[config.mk]
export PLATFORM = sky130hd
export DESIGN_NAME = ram_access_arbiter
export DESIGN_NICKNAME = d
export VERILOG_FILES = /design/src/rtl/ram_access_arbiter.sv
export SDC_FILE = /design/constraint.sdc
export NUM_CORES = 1
export LEC_CHECK = 0
export ABC_CLOCK_PERIOD_IN_PS = 4700
export CAP_MARGIN = 5
export CORE_ASPECT_RATIO = 2
export CORE_UTILIZATION = 41
export DETAILED_ROUTE_END_ITERATION = 10
export PLACE_DENSITY = 0.85
export SYNTH_ARGS = -nofsm -noshare
export SYNTH_HDL_FRONTEND = slang
export SYNTH_SLANG_ARGS = --single-unit
[constraint.sdc]
create_clock -name Clock -period 4.7 [get_ports Clock]
set_input_delay 0.47 -clock Clock [delete_from_list [all_inputs] [get_ports Clock]]
set_output_delay 0.47 -clock Clock [all_outputs]
set_load 0.01 [all_outputs]
[src/rtl/ram_access_arbiter.sv]
// Round-robin arbiter sharing one single-port synchronous RAM between N requesters.
// Defining RAM_ARB_RANGE_CHECK_EN enables the Max address bound check; otherwise Err stays 0.
module ram_access_arbiter #(
  parameter int unsigned N  = 2,
  parameter int unsigned AW = 8,
  parameter int unsigned DW = 8
) (
  input  logic            Clock,
  input  logic            Reset_n,
  input  logic [N-1:0]    Req,
  input  logic [N-1:0]    Wr,
  input  logic [N*AW-1:0] Addr,
  input  logic [N*DW-1:0] WData,
  input  logic [AW-1:0]   Max,
  output logic [N-1:0]    Gnt,
  output logic [N-1:0]    Done,
  output logic [N-1:0]    Err,
  output logic [DW-1:0]   RData,
  output logic [AW-1:0]   RamAddr,
  output logic [DW-1:0]   RamWData,
  output logic            RamWe,
  output logic            RamRe,
  input  logic [DW-1:0]   RamRData
);

  localparam int unsigned IW = (N > 1) ? $clog2(N) : 1;

  typedef enum logic [1:0] {StIdle, StIssue, StWait, StResp} state_e;

  state_e          state_q, state_d;
  logic [IW-1:0]   ptr_q, ptr_d;
  logic [IW-1:0]   win_q, win_d;
  logic            wr_q, wr_d;
  logic            fault_q, fault_d;
  logic [N-1:0]    gnt_q, gnt_d;
  logic [N-1:0]    done_q, done_d;
  logic [N-1:0]    err_q, err_d;
  logic [DW-1:0]   rdata_q, rdata_d;
  logic [AW-1:0]   ram_addr_q, ram_addr_d;
  logic [DW-1:0]   ram_wdata_q, ram_wdata_d;
  logic            ram_we_q, ram_we_d;
  logic            ram_re_q, ram_re_d;

  logic            found;
  logic [IW-1:0]   cand;
  logic [IW-1:0]   pick;
  logic [AW-1:0]   pick_addr;
  logic [DW-1:0]   pick_wdata;
  logic            pick_wr;
  logic            in_range;
  logic [N-1:0]    win_onehot;

  // Scan from the pointer upward; the first active request wins.
  always_comb begin
    found = 1'b0;
    cand  = '0;
    pick  = '0;
    for (int unsigned k = 0; k < N; k++) begin
      cand = IW'((32'(ptr_q) + k) % N);
      if (!found && Req[cand]) begin
        found = 1'b1;
        pick  = cand;
      end
    end
  end

  always_comb begin
    pick_addr  = '0;
    pick_wdata = '0;
    pick_wr    = 1'b0;
    for (int unsigned k = 0; k < N; k++) begin
      if (pick == IW'(k)) begin
        pick_addr  = Addr[k*AW +: AW];
        pick_wdata = WData[k*DW +: DW];
        pick_wr    = Wr[k];
      end
    end
  end

`ifdef RAM_ARB_RANGE_CHECK_EN
  assign in_range = (pick_addr <= Max);
`else
  logic unused_max;
  assign unused_max = ^Max;
  assign in_range   = 1'b1;
`endif

  assign win_onehot = N'(1) << win_q;

  always_comb begin
    state_d     = state_q;
    ptr_d       = ptr_q;
    win_d       = win_q;
    wr_d        = wr_q;
    fault_d     = fault_q;
    gnt_d       = '0;
    done_d      = '0;
    err_d       = '0;
    ram_we_d    = 1'b0;
    ram_re_d    = 1'b0;
    ram_addr_d  = ram_addr_q;
    ram_wdata_d = ram_wdata_q;
    rdata_d     = rdata_q;
    unique case (state_q)
      StIdle: begin
        if (found) begin
          state_d = StIssue;
          win_d   = pick;
          wr_d    = pick_wr;
          fault_d = !in_range;
          ptr_d   = (pick == IW'(N - 1)) ? '0 : pick + IW'(1);
          gnt_d   = N'(1) << pick;
          // Strobes are registered here so they are visible alongside Gnt in the ISSUE cycle.
          if (in_range) begin
            ram_addr_d = pick_addr;
            if (pick_wr) begin
              ram_wdata_d = pick_wdata;
              ram_we_d    = 1'b1;
            end else begin
              ram_re_d = 1'b1;
            end
          end
        end
      end
      StIssue: begin
        if (wr_q || fault_q) begin
          state_d = StResp;
          done_d  = win_onehot;
          err_d   = fault_q ? win_onehot : '0;
        end else begin
          state_d = StWait;
        end
      end
      StWait: begin
        state_d = StResp;
        rdata_d = RamRData;
        done_d  = win_onehot;
      end
      StResp: begin
        state_d = StIdle;
      end
      default: begin
        state_d = StIdle;
      end
    endcase
  end

  always_ff @(posedge Clock) begin
    if (!Reset_n) begin
      state_q     <= StIdle;
      ptr_q       <= '0;
      win_q       <= '0;
      wr_q        <= 1'b0;
      fault_q     <= 1'b0;
      gnt_q       <= '0;
      done_q      <= '0;
      err_q       <= '0;
      rdata_q     <= '0;
      ram_addr_q  <= '0;
      ram_wdata_q <= '0;
      ram_we_q    <= 1'b0;
      ram_re_q    <= 1'b0;
    end else begin
      state_q     <= state_d;
      ptr_q       <= ptr_d;
      win_q       <= win_d;
      wr_q        <= wr_d;
      fault_q     <= fault_d;
      gnt_q       <= gnt_d;
      done_q      <= done_d;
      err_q       <= err_d;
      rdata_q     <= rdata_d;
      ram_addr_q  <= ram_addr_d;
      ram_wdata_q <= ram_wdata_d;
      ram_we_q    <= ram_we_d;
      ram_re_q    <= ram_re_d;
    end
  end

  assign Gnt      = gnt_q;
  assign Done     = done_q;
  assign Err      = err_q;
  assign RData    = rdata_q;
  assign RamAddr  = ram_addr_q;
  assign RamWData = ram_wdata_q;
  assign RamWe    = ram_we_q;
  assign RamRe    = ram_re_q;

endmodule
[Word-level counts from Yosys, hierarchy flattened]
Cells that the tools add are included.
Word-level totals
  register bits: 35
  input bits: 54
Cells by class
  add/subtract/negate cells: 2
  magnitude comparators: 2
  equal/unequal tests: 4
  shifts and indexed selects: 2
  mux-type cells: 19
  reduce and logical (&&, ||, !) cells: 6
Operators by type and width (number)
  8-bit 2-to-1 mux: 2
  1-bit 2-to-1 mux: 13
  2-bit one-hot mux with 4 select lines: 1
  3-bit AND reduction: 2
  2-bit == test (second input constant): 2
  1-bit by 2-bit < comparator with 1-bit output (second input constant): 2
  2-bit 2-to-1 mux: 2
  2-bit one-hot mux with 2 select lines: 1
  1-bit by 1-bit left shift with 2-bit output (first input constant): 2
  1-bit adder (second input constant): 2
  2-bit by 1-bit == test with 1-bit output (second input constant): 1
  2-bit logical NOT: 1
  2-bit != test (second input constant): 1
  2-bit AND reduction: 1
  1-bit logical AND: 1
  1-bit logical NOT: 1

[Longest topological paths before layout]
  depth in word-level cells: 8
  depth in mapped cells: 8

[Worst setup path after synthesis]
No wires, ideal clock.
  path kind: register to register
  from: register state_q[0]
  to: register ram_addr_q[6], in the netlist RamAddr[6]
  library setup time: 70 ps
  data arrival time: 1507 ps
  data required time: 4630 ps
  path slack: 3123 ps
  cell stages (with the launch flop): 9
  buffers on the path: 3
  clock period less this slack: 1577 ps
  path through: dfxtp_1 -> inv_1 -> ha_1 -> clkbuf_1 -> nor2b_1 -> buf_2 -> clkbuf_1 -> o21ai_0 -> a21oi_1
On the way
  cells in the longest elaborated chain, start to end: 2
RTL lines
  from (decl): RTL line 30  | state_e state_q, state_d;
  from (signal assigned): RTL line 150  | state_q <= StIdle;
  from (signal assigned): RTL line 164  | state_q <= state_d;
  2-bit logical NOT: RTL line 104  | unique case (state_q)
  2-bit AND reduction (no line)
  to (signal assigned): RTL line 173  | ram_addr_q <= ram_addr_d;
  to (decl): RTL line 39  | logic [AW-1:0] ram_addr_q, ram_addr_d;
Every way passes these cells.
A chain may end at the register's enable or synchronous reset.

[Final worst setup path]
  from: register state_q[0]
  to: register ram_re_q, in the netlist RamRe
On the way
  cells in the longest elaborated chain, start to end: 2
RTL lines
  2-bit logical NOT: RTL line 104
  3-bit AND reduction (no line)
  to (signal assigned): RTL line 176  | ram_re_q <= ram_re_d;
  to (decl): RTL line 42  | logic ram_re_q, ram_re_d;
Every way passes these cells.

==> results.cfg <==
[run_status]
status = complete, no violations

[global_route]
grt.total_usage_pct = 19.38
overflow = 0
grt_pass1_vias = 1249
grt_pass1_wl_um = 5582
met3_usage_pct = 4.124
grtUsageMet2_pct = 33.33
use_met1_pct = 19.64
antenna_found_initial = 0
grt_start_max_net_pins = 22
top_usage_layer = met2

[timing]
final_max_slew_viol_count = 0
min_period_ns = 2.291
fin_setup_tns_ns = 0
skew_ns = 0.006193
worst_slack_ns = 2.409
rsz0062_at_grt = no
relSlewSlack_pct = 36.49
worst_pin_slew_ns = 0.9507
fmax_mhz = 436.6
setup_viol = 0
finalHoldViolCount = 0
min_period_over_period_pct = 48.74

[hold_path]
hold_depth = 1
worstHoldStart = win_q
hold_class = reg2reg
holdPathEnd = Done[0]

[final_layout]
n_antenna_cell = 0
nets = 280
area_growth_pct = 52.83
n_fill_cell = 306
final_layout_size_suffix_gt1_share_pct = 7.143

[clocking]
cts_tree = done
clock-sinks = 35
numCtsBuffers = 5
htree_num_levels = 2
clk_pin_slew_worst_paths_ns = 0.07
clock-root-buffer = clkbuf_8
cts_buffer_depth = 2
cts.hold.buffers_added = 0
clock_latency_ns = 0.28
post_cts_resized = 0
cts_setup_buffers = 0

[synthesis]
synthesis.area_mm2 = 0.001523
avgSynthCellArea_um2 = 9.824
ys_seq_area_share_pct = 46.01
synth-seq-cells = 35
syn_inst = 155
synth.distinct_cells = 28
ys_warn_count = 0

[die]
initial_core_util_pct = 42.67
die-area_mm2 = 0.003976
std_cell_rows = 31
die_height_um = 88.19
die_x_um = 45.09
coreArea_mm2 = 0.003568
io_pins = 86

[detailed_routing]
postRouteAntennaNets = 0
firstDrtPassIters = 4
routedWlPerCell_um = 13.16
drcViolationCount = 0
drt_iter0_drc = 23
via_per_inst = 5.070
drt-total-wl_um = 3594
via_count = 1384

[setup_path]
cp.arrival_ns = 2.49
cp_data_required_time_ns = 4.89
cp-end-kind = flop
crit_chain = inv_1, ha_1, nor2b_1, nand2_1, a211oi_1
worstReg2RegStart = state_q[0]
reg2regPathDepth = 5
r2r_slack_ns = 2.41
critPathMaxStageDelay_ns = 0.83
r2r_end = RamRe
crit_fanout = 18
worst-setup-path-type = reg2reg
critPathSlowestCell = nor2b_1
start_kind = flop

[placed_design]
io_buffers = 75
place_congestion = 0.7578
dp_hpwl_um = 2717
pre_cts_ws_ns = 2.199

[job]
drv_cap = 0

[power_and_ir_drop]
power_leakage_uw = 0.0009073
cellPowerDensity_mw_per_mm2 = 373.4
ir_drop_uv = 305.3
-- through the flow --
stage / util, % / total power (uW) / instance area [um2] / hold slack, ns / cells
after floorplan: - / 544.0 / 1526 / 0.4142 / 156
after global placement: 62.94 / 666.6 / 2246 / 0.4512 / 265
after detailed placement: 62.94 / 673.9 / 2246 / 0.4491 / 265
after CTS: 65.22 / 878.4 / 2327 / 0.4584 / 273
after global routing: 65.22 / 920.5 / 2327 / 0.5001 / 273
final: 65.22 / 868.9 / 2327 / 0.4569 / 273
-- cell type report --
type / instances / area [um2] / share of cell area [%]
multi-input combinational: 103 / 721.9 / 31.02
tap: 49 / 61.31 / 2.634
timing repair buffer: 75 / 750.7 / 32.26
clock buffer: 7 / 76.32 / 3.280
sequential: 35 / 700.7 / 30.11
inverter: 3 / 11.26 / 0.4839
clock inverter: 1 / 5.005 / 0.2151
-- worst max-delay path: cells and delay by family, from the launching register on --
family          cells  cell delay, ns
buf+inv             1            0.10
compound gates      1            0.20
simple gates        2            1.03
fa+ha+maj           1            0.54
flops               1            0.33
-- logic make-up after synthesis --
group | share of synthesized area, %
other cells | 0.2463
mux | 15.78
buf+inv | 6.820
fa+ha+maj | 2.465
compound gates | 19.64
simple gates | 9.040
flops | 46.01
-- registers in the layout, indices dropped and copies added, names as in the netlist --
register and cells:
RamWe 1, RamRe 1, wr_q 1, state_q 2
RamWData 8, win_q 1, RData 8, Done 2
ptr_q 1, Gnt 2, RamAddr 8
-- power by group --
group	leakage (uW)	internal, uW	switching, uW
combinational	0.000577	158	142
sequential	0.000288	344	23.6
clock	0.0000422	104	98.5
total	0.000907	605	264
-- synth_stat cells --
master    instances  share of area (%)
buf_4             3                1.5
and2_4            1               0.58
a32oi_1           1               0.58
ha_1              3                2.5
a211oi_2          8                6.6
inv_1             3               0.74
o21ai_0           9                3.0
nor2_1           12                3.0
nor3b_1           1               0.49
nor3_1            2               0.66
a211oi_1          1               0.49
nand2b_1          1               0.41
mux2i_1          24                 16
and2_1            1               0.41
nand3_1           1               0.33
a32o_1            1               0.66
dfxtp_1          35                 46
buf_2             2               0.66
a311oi_1          1               0.58
conb_1            1               0.25
nand2_2           1               0.41
clkbuf_1          7                1.7
nor2b_1           1               0.41
o31a_1            1               0.58
and3_1            1               0.41
a21oi_1          22                7.2
nand2_1           8                2.0
buf_6             3                2.2
-- worst max-delay path by stage --
| stage | cells after the start | slack, ns | start | end |
|---|---|---|---|---|
| after floorplan | 8 | 3.12 | state_q[0] | RamAddr[6] |
| after global routing | 5 | 2.12 | state_q[1] | RamRe |
| final | 5 | 2.41 | state_q[0] | RamRe |
| after detailed placement | 5 | 2.20 | Req[1] | RamRe |
| after global placement | 5 | 2.23 | Req[1] | RamRe |
| after CTS | 5 | 2.41 | state_q[1] | RamRe |
-- layer usage --
layer  share of wire [%]  wire, um  up-vias
met1                  36      1294      646
met5                   0         0        -
li1                    -         -      672
met4                 4.5       162        0
met3                 4.4       158       17
met2                  55      1978       49
-- cells in the final DEF (no fill, tap or decap) --
cell type and instances:
a211oi_2 8, nand2_2 1, and2_4 1, nor3b_1 1
o21ai_0 9, nor2_1 12, nand2b_1 1, clkbuf_8 5
o31a_1 1, dfxtp_1 35, a32oi_1 1, ha_1 3
clkdlybuf4s50_1 75, mux2i_1 24, nor3_1 2, and3_1 1
a211oi_1 1, nor2b_1 1, clkinv_2 1, clkbuf_1 2
nand2_1 8, a311oi_1 1, a32o_1 1, and2_1 1
a21oi_1 22, nand3_1 1, conb_1 2, inv_1 3
No activity file was read; power rests on OpenSTA's default activity.
